[src/rtl/game_ctrl.sv]
// Lights-out puzzle sequencer: debounces five raw buttons, owns the board register,
// issues one step request per move gesture and tracks the move count and game-over state.
module game_ctrl #(
  parameter int          DEBOUNCE_CYCLES = 16,
  parameter int          MAX_MOVES       = 99,
  parameter logic [63:0] INIT_BOARD      = 64'h8142_2418_1824_4281
) (
  input  logic            clk,
  input  logic            reset,
  input  logic            b1,
  input  logic            b2,
  input  logic            b3,
  input  logic            b4,
  input  logic            restart,
  output logic            step_req,
  output logic [2:0]      step_label,
  output logic [7:0][7:0] step_board,
  input  logic            step_ack,
  input  logic [7:0][7:0] next_board,
  output logic [7:0][7:0] board,
  output logic [6:0]      move_count,
  output logic            busy,
  output logic            game_over,
  output logic            out_of_moves
);

  localparam logic [1:0] S_IDLE = 2'd0;
  localparam logic [1:0] S_HELD = 2'd1;
  localparam logic [1:0] S_REQ  = 2'd2;
  localparam logic [1:0] S_OVER = 2'd3;

  localparam int            CW        = (DEBOUNCE_CYCLES < 2) ? 1 : $clog2(DEBOUNCE_CYCLES);
  localparam logic [CW-1:0] CNT_LAST  = CW'(DEBOUNCE_CYCLES - 1);
  localparam logic [6:0]    MAX_COUNT = 7'(MAX_MOVES);

  logic [4:0]      raw_s;
  logic [4:0]      sync1_r;
  logic [4:0]      sync2_r;
  logic [4:0]      deb_r;
  logic [CW-1:0]   cnt_r [5];
  logic            restart_prev_r;
  logic            restart_rise_s;
  logic            any_s;
  logic [2:0]      high_s;
  logic [6:0]      next_count_s;

  logic [1:0]      state_r;
  logic [2:0]      label_r;
  logic [7:0][7:0] board_r;
  logic [6:0]      move_count_r;
  logic            step_req_r;
  logic [2:0]      step_label_r;
  logic            out_of_moves_r;

  // bit 4 is restart, bits 3..0 are b4..b1
  assign raw_s = {restart, b4, b3, b2, b1};

  // two-flop synchronizers plus per-input stability counters
  always_ff @(posedge clk) begin
    if (reset) begin
      sync1_r        <= 5'd0;
      sync2_r        <= 5'd0;
      deb_r          <= 5'd0;
      restart_prev_r <= 1'b0;
      for (int i = 0; i < 5; i++) begin
        cnt_r[i] <= {CW{1'b0}};
      end
    end else begin
      sync1_r        <= raw_s;
      sync2_r        <= sync1_r;
      restart_prev_r <= deb_r[4];
      for (int i = 0; i < 5; i++) begin
        if (sync2_r[i] != deb_r[i]) begin
          if (cnt_r[i] == CNT_LAST) begin
            deb_r[i] <= sync2_r[i];
            cnt_r[i] <= {CW{1'b0}};
          end else begin
            cnt_r[i] <= cnt_r[i] + {{(CW-1){1'b0}}, 1'b1};
          end
        end else begin
          cnt_r[i] <= {CW{1'b0}};
        end
      end
    end
  end

  assign restart_rise_s = deb_r[4] & ~restart_prev_r;
  assign any_s          = |deb_r[3:0];

  // highest-numbered pressed button selects the label group
  always_comb begin
    high_s = 3'd0;
    if (deb_r[3]) begin
      high_s = 3'd4;
    end else if (deb_r[2]) begin
      high_s = 3'd3;
    end else if (deb_r[1]) begin
      high_s = 3'd2;
    end else if (deb_r[0]) begin
      high_s = 3'd1;
    end else begin
      high_s = 3'd0;
    end
  end

  // saturating increment of the move counter
  always_comb begin
    next_count_s = MAX_COUNT;
    if (move_count_r >= MAX_COUNT) begin
      next_count_s = MAX_COUNT;
    end else begin
      next_count_s = move_count_r + 7'd1;
    end
  end

  // game sequencing FSM; restart outranks everything including a pending ack
  always_ff @(posedge clk) begin
    if (reset || restart_rise_s) begin
      state_r        <= S_IDLE;
      label_r        <= 3'd0;
      board_r        <= INIT_BOARD;
      move_count_r   <= 7'd0;
      step_req_r     <= 1'b0;
      step_label_r   <= 3'd0;
      out_of_moves_r <= 1'b0;
    end else begin
      case (state_r)
        S_IDLE: begin
          if (any_s) begin
            state_r <= S_HELD;
            label_r <= high_s;
          end
        end
        S_HELD: begin
          if (any_s) begin
            label_r <= high_s;
          end else begin
            state_r      <= S_REQ;
            step_req_r   <= 1'b1;
            step_label_r <= label_r;
          end
        end
        S_REQ: begin
          if (step_ack) begin
            board_r      <= next_board;
            move_count_r <= next_count_s;
            step_req_r   <= 1'b0;
            step_label_r <= 3'd0;
            label_r      <= 3'd0;
            if (next_board == 64'd0) begin
              state_r        <= S_OVER;
              out_of_moves_r <= 1'b0;
            end else if (next_count_s == MAX_COUNT) begin
              state_r        <= S_OVER;
              out_of_moves_r <= 1'b1;
            end else begin
              state_r <= S_IDLE;
            end
          end
        end
        S_OVER: begin
          state_r <= S_OVER;
        end
        default: begin
          state_r      <= S_IDLE;
          step_req_r   <= 1'b0;
          step_label_r <= 3'd0;
        end
      endcase
    end
  end

  assign step_req     = step_req_r;
  assign step_label   = step_label_r;
  assign board        = board_r;
  assign step_board   = board_r;
  assign move_count   = move_count_r;
  assign out_of_moves = out_of_moves_r;
  assign busy         = (state_r == S_HELD) || (state_r == S_REQ);
  assign game_over    = (state_r == S_OVER);

endmodule
[config.mk]
export PLATFORM = sky130hd
export DESIGN_NAME = game_ctrl
export DESIGN_NICKNAME = d
export VERILOG_FILES = /design/src/rtl/game_ctrl.sv
export SDC_FILE = /design/constraint.sdc
export NUM_CORES = 1
export LEC_CHECK = 0
export BUFFER_PORTS_ARGS = -buffer_cell sky130_fd_sc_hd__buf_2
export CORE_UTILIZATION = 48
export CTS_BUF_LIST = sky130_fd_sc_hd__clkbuf_4 sky130_fd_sc_hd__clkbuf_8 sky130_fd_sc_hd__clkbuf_16
export CTS_CLUSTER_DIAMETER = 40
export CTS_CLUSTER_SIZE = 24
export DETAILED_ROUTE_END_ITERATION = 6
export PLACE_DENSITY = 0.77
export SETUP_SLACK_MARGIN = 0.1
export SYNTH_ARGS = -nofsm -noshare
export SYNTH_HDL_FRONTEND = slang
export SYNTH_SLANG_ARGS = --single-unit
[constraint.sdc]
create_clock -name clk -period 2.7 [get_ports clk]
set_clock_uncertainty 0.1 [all_clocks]
set_input_delay 0.135 -clock clk [delete_from_list [all_inputs] [get_ports clk]]
set_output_delay 0.135 -clock clk [all_outputs]
set_load 0.05 [all_outputs]
==> impl_results.md <==
- Total of max-cap violations: 0
- Root buf cell: clkbuf_8
- Pre-CTS WS: 0.451 ns
- Die X-Extent: 105 um
- Min Hold Slack: approximately 0.13 ns
- CTS Sinks: 117
- Setup crit start kind: register
- Postcts setup bufs: 0
- Worst-path clk slew: 0.06 ns
- Post-synth top cells: nand2_1, dfxtp_1, a21oi_1, buf_4, nor2_1
- Initial antenna violation count: 0
- Dpl hpwl: 10.1 mm
- Placed Area: about 0.0059 mm^2
- # IOs: 214
- Drt first pass iters: 6
- Final ANT Viol Nets: 0
- Tcrit/Tclk final: 85.1%
- Residual DRC count: 0
- Critical path arrival: 2.64 ns
- Initial DRC count: 345
- Grt total ovfl: 0
- CTS tree: done
- Critical Path Sink Type: register
- Via count of the first global-routing pass: about 5000
- CP Data Required Time: just over 3 ns
- Min-delay worst type: in2reg
- Layout Cells excl Fill: 986
- Via count: 5182
- Total Neg Setup Slack: 0 ns
- Layout area overhead: 41.5%
- Crit path cell chain: ha_1 > and2_2 > buf_4 > nand2_1 > a21oi_1
- Fmax achieved: 435 MHz
- Netlist cell types: 41
- Top cells by area, synth: dfxtp_1, edfxtp_1, nand2_1, buf_4, a21oi_1
- Wire per inst: 15.8 um
- Core Rows: 37
- Clk_lat worst skew: between 0.5 and 0.6 ns
- Measured slew at the worst slew-check pin: 0.715 ns
- Most common cell in the netlist: nand2_1
- PnR worst setup slack: between 0.4 and 0.5 ns
- Mapped Area: 0.00512 mm^2
- GPL Wtd Cong: 0.877
- # setup viols final: 0
- Clk buf depth: 2
- Routed vias/inst: 5.26
- Slowest cell on crit path: and2_2
- Final Max Tran Viols: 0
- Final Core Density: 70.2%
- Crit-path max FO: 39
- P_leak: 3.29 nW
- Largest stage delay, worst path: 0.68 ns
- Filler instances: 719
- Final #Nets: 920
- Placed Instances: 879
- Synthesized instance count: about 600
- Die Ht: 105 um
- Starting Density: 49.6%
- Final Hold Viols: 0
- Post-synth EDFFs: 20
- RSZ-0062 raised after global routing: false
- Area share of the largest cell type after synthesis: 37.9%
- Buffers added on ports: about 210
- WL final: 15.6 mm
- Core area: 0.0103 mm^2
- CTS buffer count: 17
- H-tree depth: 4
- Status: finished clean
- Rel. slew slack: 52.3%
- Ant. Diodes: 0
- Power per cell area: approximately 700 mW/mm^2
- Ys async rst share: 0%
- Worst ir drop on vdd: 352 uV
- Crit path kind: reg2reg
- Cell taking the most area after synthesis: dfxtp_1
- Pwr Total: 5.05 mW
- Share of cells above drive strength 1: a little under a third
- Yosys warns: 0
- GR Util All Layers: about 28%
- Design Area, Final: 0.00724 mm^2
- Largest net degree at the start of global routing: 43
- Mean area per synthesized cell: 8.59 um^2
- Primary FF master, synth: dfxtp_1
- Register area share after synthesis: 49.7%
- Crit path time final: around 2.3 ns
- Yosys reg bits: 117
- First-pass GRT wire length: 24.3 mm
- Die area: 0.0111 mm^2
[critical path, delay by kind of cell, from the launching register on]
| family | cells | cell delay [ns] |
|---|---|---|
| fa+ha+maj | 1 | 0.36 |
| simple gates | 2 | 0.77 |
| flops | 1 | 0.45 |
| compound gates | 1 | 0.16 |
| buf+inv | 1 | 0.37 |
[state kept, by name, indices dropped and copies added (netlist names)]
signal	count
out_of_moves	1
deb_r	5
sync1_r	5
restart_prev_r	1
step_req	1
sync2_r	5
step_label	3
state_r	2
move_count	7
label_r	3
cnt_r	20
board	64
[final cells by class]
type | instances | area, um^2 | share of cell area [%]
Clock buffer | 18 | 422 | 5.82
Tap cell | 136 | 170 | 2.35
Sequential cell | 117 | 2540 | 35.1
Inverter | 11 | 41.3 | 0.570
Timing Repair Buffer | 294 | 1870 | 25.9
Multi-Input combinational cell | 396 | 2030 | 28.1
Clock inverter | 14 | 161 | 2.23
[repair_timing]
item	CTS	global route
gates resized for setup	0	0
hold buffers	75	0
endpoints found under the hold margin	80	0
[power by group]
group,switching (mW),internal [mW]
Combinational,0.643,0.278
Sequential,0.0690,1.85
Clock,0.801,1.40
Total,1.51,3.54
[layer usage]
layer	track usage [%]	part of all wire [%]
met5	0	0
met4	18.9	5.1
met3	7.67	7.6
met2	47.7	49
met1	31.3	38
[logic make-up (layout without fill, tap and decap cells)]
family                     after synthesis  count (layout)  synth area share, %
AOI/OAI and AO/OA                       88              88                 9.36
and+or+nand+nor                        258             258                 22.7
other                                    1              20               0.0732
muxes                                    4               4                0.782
buffers and inverters                  102             337                 12.2
DFF                                    117             117                 49.7
xor gates and xnor gates                15              15                 2.57
adders and majority gates               11              11                 2.69
[placed cells by master (no fill, tap or decap), types with 2 or more instances in the layout]
cell type and n:
o21ai_0 9, clkinvlp_4 3, edfxtp_1 20, nand4b_1 2, dlygate4sd3_1 75, bufinv_16 3, xnor2_1 10, conb_1 20
a21oi_1 64, nor2_1 39, dfxtp_1 97, nor3_1 2, nand3_1 22, xor2_1 5, nor2b_1 12, inv_1 11
and3_1 7, nand4_1 5, ha_1 11, clkbuf_16 16, nand2_1 137, a31o_2 2, nor4_1 18, mux2i_1 4
buf_4 5, clkinv_1 2, a211oi_1 2, or3_1 5, clkinv_4 3, buf_2 213, clkinv_2 3, a22oi_1 4
[final timing paths]
path	start	endpoint	slack, ns	cells after the start
worst max-delay path	state_r[1]$_SDFFE_PP0P_	board[12]$_SDFFE_PP0P_	0.40	5
worst min-delay path	step_ack	state_r[0]$_SDFFE_PP0P_	0.13	5
worst max register to register	state_r[1]$_SDFFE_PP0P_	board[12]$_SDFFE_PP0P_	0.40	5
worst min register to register	sync1_r[4]$_SDFF_PP0_	sync2_r[4]$_SDFF_PP0_	0.34	1
(Power assumes the default switching activity.)
